### src/rtl/mem_dump.sv
// mem_dump: walks [start_addr..end_addr] of memory_unit through one read port and
//   streams each word out as a valid/ready beat (addr, data, last flag).
// Latency: first read strobe 1 cycle after start; word presented 1 cycle after
//   mem_ready returns high. Backpressure: one word held until dump_ready, no new
//   read is issued while a word is held (at most one read in flight).
//
// Ports:
//   clk, rst          clock, asynchronous active-high reset
//   start             one-cycle pulse, accepted only when idle
//   start_addr/end_addr  inclusive range, sampled on an accepted start
//   mem_ready, read_data1       memory_unit status and read port 1
//   mem_execute, mem_func, address1  request strobe, function code, read address
//   dump_valid/dump_ready/dump_addr/dump_data/dump_last  output word stream
//   busy, finished    activity flag, end-of-dump pulse
//
// Optional: define MEM_DUMP_CHECKSUM_EN to add a `checksum` output holding the
//   modular sum of every accepted word of the current dump.
//
// ADDR_W/DATA_W default to the memory_unit widths used by the system build.

module mem_dump #(
  parameter int         ADDR_W    = 8,
  parameter int         DATA_W    = 64,
  parameter logic [1:0] READ_FUNC = 2'b00
) (
  input  logic              clk,
  input  logic              rst,
  input  logic              start,
  input  logic [ADDR_W-1:0] start_addr,
  input  logic [ADDR_W-1:0] end_addr,
  input  logic              mem_ready,
  input  logic [DATA_W-1:0] read_data1,
  output logic              mem_execute,
  output logic [1:0]        mem_func,
  output logic [ADDR_W-1:0] address1,
  output logic              dump_valid,
  input  logic              dump_ready,
  output logic [ADDR_W-1:0] dump_addr,
  output logic [DATA_W-1:0] dump_data,
  output logic              dump_last,
`ifdef MEM_DUMP_CHECKSUM_EN
  output logic [DATA_W-1:0] checksum,
`endif
  output logic              busy,
  output logic              finished
);

  typedef enum logic [2:0] {
    S_IDLE    = 3'd0,
    S_REQ     = 3'd1,
    S_WAIT_LO = 3'd2,
    S_WAIT_HI = 3'd3,
    S_HOLD    = 3'd4,
    S_DONE    = 3'd5
  } state_t;

  state_t            state_q, state_d;
  logic [ADDR_W-1:0] cur_q, cur_d;
  logic [ADDR_W-1:0] last_q, last_d;
  logic              dump_valid_q, dump_valid_d;
  logic [ADDR_W-1:0] dump_addr_q, dump_addr_d;
  logic [DATA_W-1:0] dump_data_q, dump_data_d;
  logic              dump_last_q, dump_last_d;
`ifdef MEM_DUMP_CHECKSUM_EN
  logic [DATA_W-1:0] checksum_q, checksum_d;
`endif

  always_ff @(posedge clk or posedge rst) begin
    if (rst) begin
      state_q      <= S_IDLE;
      cur_q        <= '0;
      last_q       <= '0;
      dump_valid_q <= 1'b0;
      dump_addr_q  <= '0;
      dump_data_q  <= '0;
      dump_last_q  <= 1'b0;
`ifdef MEM_DUMP_CHECKSUM_EN
      checksum_q   <= '0;
`endif
    end else begin
      state_q      <= state_d;
      cur_q        <= cur_d;
      last_q       <= last_d;
      dump_valid_q <= dump_valid_d;
      dump_addr_q  <= dump_addr_d;
      dump_data_q  <= dump_data_d;
      dump_last_q  <= dump_last_d;
`ifdef MEM_DUMP_CHECKSUM_EN
      checksum_q   <= checksum_d;
`endif
    end
  end

  always_comb begin
    state_d      = state_q;
    cur_d        = cur_q;
    last_d       = last_q;
    dump_valid_d = dump_valid_q;
    dump_addr_d  = dump_addr_q;
    dump_data_d  = dump_data_q;
    dump_last_d  = dump_last_q;
`ifdef MEM_DUMP_CHECKSUM_EN
    checksum_d   = checksum_q;
`endif
    mem_execute  = 1'b0;
    mem_func     = 2'b00;
    address1     = '0;
    busy         = 1'b0;
    finished     = 1'b0;

    case (state_q)
      S_IDLE: begin
        if (start) begin
          cur_d   = start_addr;
          last_d  = end_addr;
`ifdef MEM_DUMP_CHECKSUM_EN
          checksum_d = '0;
`endif
          state_d = S_REQ;
        end
      end

      S_REQ: begin
        busy     = 1'b1;
        address1 = cur_q;
        if (mem_ready) begin
          mem_execute = 1'b1;
          mem_func    = READ_FUNC;
          state_d     = S_WAIT_LO;
        end
      end

      // The memory drops ready to acknowledge the request; only after that
      // does a high ready mean the read data is available.
      S_WAIT_LO: begin
        busy     = 1'b1;
        address1 = cur_q;
        if (!mem_ready) begin
          state_d = S_WAIT_HI;
        end
      end

      S_WAIT_HI: begin
        busy     = 1'b1;
        address1 = cur_q;
        if (mem_ready) begin
          dump_valid_d = 1'b1;
          dump_data_d  = read_data1;
          dump_addr_d  = cur_q;
          dump_last_d  = (cur_q == last_q);
          state_d      = S_HOLD;
        end
      end

      S_HOLD: begin
        busy = 1'b1;
        if (dump_ready) begin
          dump_valid_d = 1'b0;
`ifdef MEM_DUMP_CHECKSUM_EN
          checksum_d = checksum_q + dump_data_q;
`endif
          if (dump_last_q) begin
            state_d = S_DONE;
          end else begin
            // Wraps through the top of the address space when start > end.
            cur_d   = cur_q + 1'b1;
            state_d = S_REQ;
          end
        end
      end

      S_DONE: begin
        finished = 1'b1;
        state_d  = S_IDLE;
      end

      default: state_d = S_IDLE;
    endcase
  end

  assign dump_valid = dump_valid_q;
  assign dump_addr  = dump_addr_q;
  assign dump_data  = dump_data_q;
  assign dump_last  = dump_last_q;
`ifdef MEM_DUMP_CHECKSUM_EN
  assign checksum   = checksum_q;
`endif

endmodule

### config.mk
export PLATFORM = sky130hd
export DESIGN_NAME = mem_dump
export DESIGN_NICKNAME = d
export VERILOG_FILES = /design/src/rtl/mem_dump.sv
export SDC_FILE = /design/constraint.sdc
export NUM_CORES = 1
export LEC_CHECK = 0
export ABC_CLOCK_PERIOD_IN_PS = 3900
export CAP_MARGIN = 30
export CELL_PAD_IN_SITES_DETAIL_PLACEMENT = 0
export CELL_PAD_IN_SITES_GLOBAL_PLACEMENT = 1
export CORE_MARGIN = 2
export CORE_UTILIZATION = 33
export CTS_CLUSTER_SIZE = 28
export DETAILED_ROUTE_END_ITERATION = 10
export PLACE_DENSITY = 0.9
export SETUP_SLACK_MARGIN = 0.5
export SYNTH_ARGS = -nofsm -noshare
export SYNTH_HDL_FRONTEND = slang
export SYNTH_SLANG_ARGS = --single-unit
### constraint.sdc
create_clock -name clk -period 3.9 [get_ports clk]
set_clock_uncertainty 0.1 [all_clocks]
set_input_delay 0.39 -clock clk [delete_from_list [all_inputs] [get_ports clk]]
set_output_delay 0.39 -clock clk [all_outputs]
set_load 0.05 [all_outputs]
==> results of run 1 <==
==> sequential cells by signal, summed over array words and instances, names as in the netlist <==
| name | cells |
|---|---|
| state_q | 3 |
| dump_data | 64 |
| dump_addr | 8 |
| dump_valid | 1 |
| last_q | 8 |
| cur_q | 8 |
| dump_last | 1 |
==> metrics by stage <==
step,instance area [µm²],cells
after floorplan,4070,285
after global placement,5850,587
after detailed placement,5850,587
after CTS,6150,602
after global routing,6150,602
final,6150,602
==> cell type report <==
cell class              count  share of cell area, %
multi-input cells         172                   26.1
well taps                 147                   2.99
clock buffers              10                   3.89
clock inverters             5                  0.998
flip-flops and latches     93                   37.9
inverters                   2                  0.163
repair buffers            173                   28.0
==> layer usage <==
metal,up-vias,GRT usage (%)
met2,116,24.2
met1,1375,19.2
met5,-,0
met3,10,3.58
li1,1326,-
met4,0,5.54
==> cell families after synthesis <==
| family | count (synthesis) | synth area share, % |
|---|---|---|
| AOI/OAI and AO/OA | 31 | 4.43 |
| adders and majority gates | 1 | 0.307 |
| and+or+nand+nor | 49 | 7.10 |
| muxes | 79 | 25.1 |
| DFF | 93 | 57.2 |
| xor gates and xnor gates | 10 | 2.15 |
| other | 1 | 0.0921 |
| buffers and inverters | 20 | 3.66 |
==> worst paths after layout <==
| path | start | end | cells after the start |
|---|---|---|---|
| max in group asynchronous | rst | dump_data[14] | 3 |
| worst min-delay path | dump_addr[4] | dump_addr[4] | 2 |
| worst max-delay path | state_q[0] | address1[3] | 4 |
| min in group asynchronous | rst | dump_data[36] | 2 |
| worst min register to register | dump_addr[4] | dump_addr[4] | 2 |
| worst max register to register | state_q[2] | dump_data[45] | 4 |
==> power breakdown <==
group          total (W)  leakage [nW]  internal [W]  switching, W
clock           0.000863         0.137      0.000511      0.000352
sequential       0.00183          1.10       0.00145      0.000378
combinational    0.00379          1.40       0.00153       0.00226
==> synth_stat cells <==
cell type and instances:
dfrtp_1 93, mux2_2 44, mux2_4 35, nand2_1 14, o21ai_0 11, xnor2_1 9
a21oi_1 8, and2_1 7, buf_6 7, buf_2 5, nand4_1 5, nor2_1 5
buf_4 4, nand3_1 4, a2bb2oi_1 3, and3b_1 3, nor2b_1 3, o22ai_1 3
a31oi_1 2, clkbuf_1 2, inv_1 2, o21a_1 2, and4_1 1, conb_1 1
ha_1 1, nand2_2 1, nand2b_1 1, nor2_2 1, nor3_1 1, nor3_4 1
nor3b_4 1, nor4bb_1 1, o21ai_1 1, o31ai_1 1, xor2_1 1
==> worst register-to-register path: stages (launching register included) <==
cell     delay [ns]
dfrtp_1        0.59
and3b_1        0.27
nand2_4        0.59
buf_4          0.39
mux2_2         0.37
==> flow_summary.json, run 1 <==
{
  "status": "finished, final reports clean",
  "firstDrtPassIters": 4,
  "core_area_um2": 12000,
  "wl_met3_um": 667,
  "path_delay_family": "buffers and inverters",
  "fin_ws_ns": 0.994,
  "fmax_ghz": 0.344,
  "nets": 537,
  "path_cells": "nor2_2 -> nor2_1 -> and2_1 -> clkdlybuf4s50_1",
  "drive_above_1_share_pct": 22.6,
  "cpPeakStageDelay_ns": 0.81,
  "grt_start_max_net_pins": 72,
  "post-synth-top-area-cell": "dfrtp_1",
  "worstSkewPairLatency_ns": 0.33,
  "cp_data_arrival_time_ns": 2.42,
  "numCtsBuffers": 9,
  "utilization_pct": 51.2,
  "clockRootBuffer": "clkbuf_16",
  "vias_per_cell": 4.70,
  "worst_setup_path_end_kind": "output pin",
  "chipHeight_um": 115,
  "grtUsageTotal_pct": 14.8,
  "cts.sinks": 93,
  "synth_cells": 284,
  "multiInputGateArea_um2": 1600,
  "max_slew_margin_pct": 40.9,
  "total_power_w": 0.00648,
  "critPathKind": "reg -> out",
  "avgSynthCellArea_um2": 14.3,
  "fillCellCount": 1080,
  "drt_wl_total_um": 9720,
  "antenna_found_initial": 0,
  "areaGrowthSynthToFinish_pct": 51.0,
  "globalplace.congestion": 0.752,
  "leakage_nw": 2.63,
  "setup_tns_ns": 0,
  "wl_met1_um": 4270,
  "hold_class": "reg -> reg",
  "cts_buffer_depth": 2,
  "fin_crit_sh_pct": 74.5,
  "rrSetupSlack_ns": 1.47,
  "dp_hpwl_um": 7040,
  "cts_tree": "yes",
  "start_util_pct": 33.9,
  "rsz0062_at_grt": "no",
  "post_cts_resized": 0,
  "top_layer": "met4",
  "ir_worst_vdd_mv": 0.643,
  "fin_hold_ws_ns": 0.388,
  "ys_ff_latch": 93,
  "synth_area_leaders": "dfrtp_1 57%, mux2_4 13%, mux2_2 12%",
  "wl_met2_um": 4660,
  "dp_slack_ns": 1.22,
  "hold_violations": 0,
  "setup-violations-final": 0,
  "final_common_cell": "clkdlybuf4s50_1",
  "hold_buffers": 0,
  "slowest_stage": "clkdlybuf4s50_1",
  "port_buffers": 169,
  "htree_levels": 3,
  "clkTransAtPathRegs_ns": 0.06,
  "drv_cap": 0,
  "diodes": 0,
  "die_area_um2": 13200,
  "fp-row-count": 40,
  "period_needed_ns": 2.91,
  "routedWlPerCell_um": 16.1,
  "die_w_um": 115,
  "worstMarginPinSlew_ns": 0.886,
  "ys_types": 35,
  "mostFrequentLayoutCells": "169 x clkdlybuf4s50_1, 93 x dfrtp_1, 44 x mux2_2",
  "initialDrtViolationCount": 158,
  "synth_area_um2": 4070,
  "powerDensity_nw_per_um2": 1060,
  "seqCellArea_um2": 2330,
  "ant_nets": 0,
  "drcViolationCount": 0,
  "grt_pass1_wl_um": 15300,
  "ios": 172,
  "slew_viol_final": 0,
  "path_buf_inv": 1,
  "first_global_vias": 3008,
  "num_vias": 2827,
  "yosysWarnings": 0,
  "critPathLaunchType": "flip-flop",
  "post-cts-setup-buffers": 0,
  "crit_fanout": 8,
  "cp_data_required_time_ns": 3.41,
  "synth_top_area_share_pct": 57.2,
  "grt-ovfl-total": 0,
  "ys_seq_area_share_pct": 57.2
}
Note: power is estimated with default switching activity, not from simulation.
==> inputs of run 2 (changes only) <==
ABC_CLOCK_PERIOD_IN_PS = 2900   (was 3900)
clock period = 2.9 ns   (was 3.9 ns; I/O delays follow)
==> flow_summary.json, run 2 (synthesized netlist as in run 1, its figures left out) <==
{
  "start_util_pct": 33.9,
  "period_needed_ns": 2.25,
  "grt_start_max_net_pins": 51,
  "fin_crit_sh_pct": 77.4,
  "firstDrtPassIters": 4,
  "cpPeakStageDelay_ns": 0.55,
  "utilization_pct": 51.3,
  "worstMarginPinSlew_ns": 0.762,
  "largest_reg_flops": 64,
  "dp_slack_ns": 0.417,
  "critPathLaunchType": "flip-flop",
  "final_common_cell": "clkdlybuf4s50_1",
  "vias_per_cell": 4.80,
  "grt-ovfl-total": 0,
  "fillCellCount": 1010,
  "num_vias": 2906,
  "comb_power_share_pct": 59.2,
  "clockRootBuffer": "clkbuf_16",
  "ios": 172,
  "slew_viol_final": 0,
  "chipHeight_um": 115,
  "worst_setup_path_end_kind": "output pin",
  "core_area_um2": 12000,
  "mostFrequentLayoutCells": "158 x clkdlybuf4s50_1, 91 x dfrtp_1, 44 x mux2_2",
  "drive_above_1_share_pct": 25.5,
  "diodes": 0,
  "port_buffers": 169,
  "fmax_ghz": 0.445,
  "worstSkewPairLatency_ns": 0.34,
  "numCtsBuffers": 9,
  "die_w_um": 115,
  "cp_data_required_time_ns": 2.51,
  "fp-row-count": 40,
  "switchingPower_w": 0.00406,
  "fin_ws_ns": 0.655,
  "crit_fanout": 8,
  "setup-violations-final": 0,
  "cp_data_arrival_time_ns": 1.86,
  "hold_buffers": 0,
  "internal_power_w": 0.00456,
  "rsz0062_at_grt": "no",
  "hold_class": "in -> async",
  "total_power_w": 0.00862,
  "drcViolationCount": 0,
  "pwr-share-clk_pct": 12.4,
  "final_area_um2": 6170,
  "powerDensity_nw_per_um2": 1400,
  "initialDrtViolationCount": 130,
  "hold_violations": 0,
  "routedWlPerCell_um": 16.3,
  "drv_cap": 0,
  "status": "finished, final reports clean",
  "power_frac_seq_pct": 28.4,
  "place_area_um2": 5890,
  "setup_tns_ns": 0,
  "dp_hpwl_um": 7290,
  "cts.sinks": 93,
  "cts_buffer_depth": 2,
  "htree_levels": 3,
  "clkTransAtPathRegs_ns": 0.07,
  "grt_pass1_wl_um": 15200,
  "slowest_stage": "dlygate4sd2_1",
  "swShare_pct": 47.1,
  "leakage_nw": 2.68,
  "antenna_found_initial": 0,
  "globalplace.congestion": 0.770,
  "die_area_um2": 13200,
  "nets": 539,
  "ant_nets": 0,
  "max_slew_margin_pct": 49.1,
  "path_cells": "nor2_2 -> xnor2_1 -> dlygate4sd2_1",
  "areaGrowthSynthToFinish_pct": 51.5,
  "critPathKind": "reg -> out",
  "cts_tree": "yes",
  "ir_worst_vdd_mv": 0.980,
  "drt_wl_total_um": 9880,
  "grtUsageTotal_pct": 15.0,
  "first_global_vias": 3014
}
## run 2: cell count changes in the layout (fill, tap and decap cells not counted), moves of 2 or more
| cell | change |
|---|---|
| dfrtp_2 | +2 |
| dlygate4sd2_1 | +3 |
| buf_12 | +2 |
| dfrtp_1 | -2 |
| clkdlybuf4s50_1 | -11 |
| clkdlybuf4s15_2 | +6 |
| clkinv_2 | +5 |
## run 2: power by group through the flow
stage               clock (W)  combinational (W)  sequential [W]
finish                0.00107            0.00511         0.00245
global route          0.00116            0.00533         0.00254
CTS                   0.00111            0.00516         0.00245
detailed placement          0            0.00517         0.00247
global placement            0            0.00511         0.00243
floorplan                   0            0.00187         0.00412
## run 2: layer usage
metal  part of all wire, %  track usage (%)
met1                    41             17.3
met2                    49             25.5
met3                   8.3             4.64
met4                   1.7             6.99
met5                     0                0
## run 2: cell type report
class	instances	area, µm²	area share, %
well taps	147	184	2.98
multi-input cells	172	1610	26.1
flip-flops and latches	93	2330	37.8
clock inverters	7	41.3	0.670
repair buffers	175	1760	28.6
clock buffers	9	225	3.65
inverters	2	11.3	0.183
## run 2: path summary, 6_finish.rpt
kind	start	end	slack, ns	cells past startpoint
hold / removal	rst	dump_data[51]	0.32	2
setup reg to reg	state_q[2]	dump_data[55]	0.77	4
hold reg to reg	dump_addr[4]	dump_addr[4]	0.39	2
max in group asynchronous	rst	dump_data[46]	1.66	3
min in group clk	dump_addr[4]	dump_addr[4]	0.39	2
setup / recovery	state_q[0]	busy	0.65	3
## run 2: timing repair
item / CTS / global route
endpoints found under the setup margin: 10 / 5
resized for setup: 24 / 4
buffers inserted: 0 / 0
## run 2: critical path, delay by kind of cell (launching register included)
family / cells / cell delay [ns]
buffers and inverters: 1 / 0.55
xor gates and xnor gates: 1 / 0.15
DFF: 1 / 0.49
and+or+nand+nor: 1 / 0.32
## run 2: stage by stage
step	hold slack [ns]	std cells
2_1_floorplan	0.339	285
3_3_place_gp	0.386	589
3_5_place_dp	0.391	589
4_1_cts	0.352	605
5_1_grt	0.379	605
6_report	0.323	605
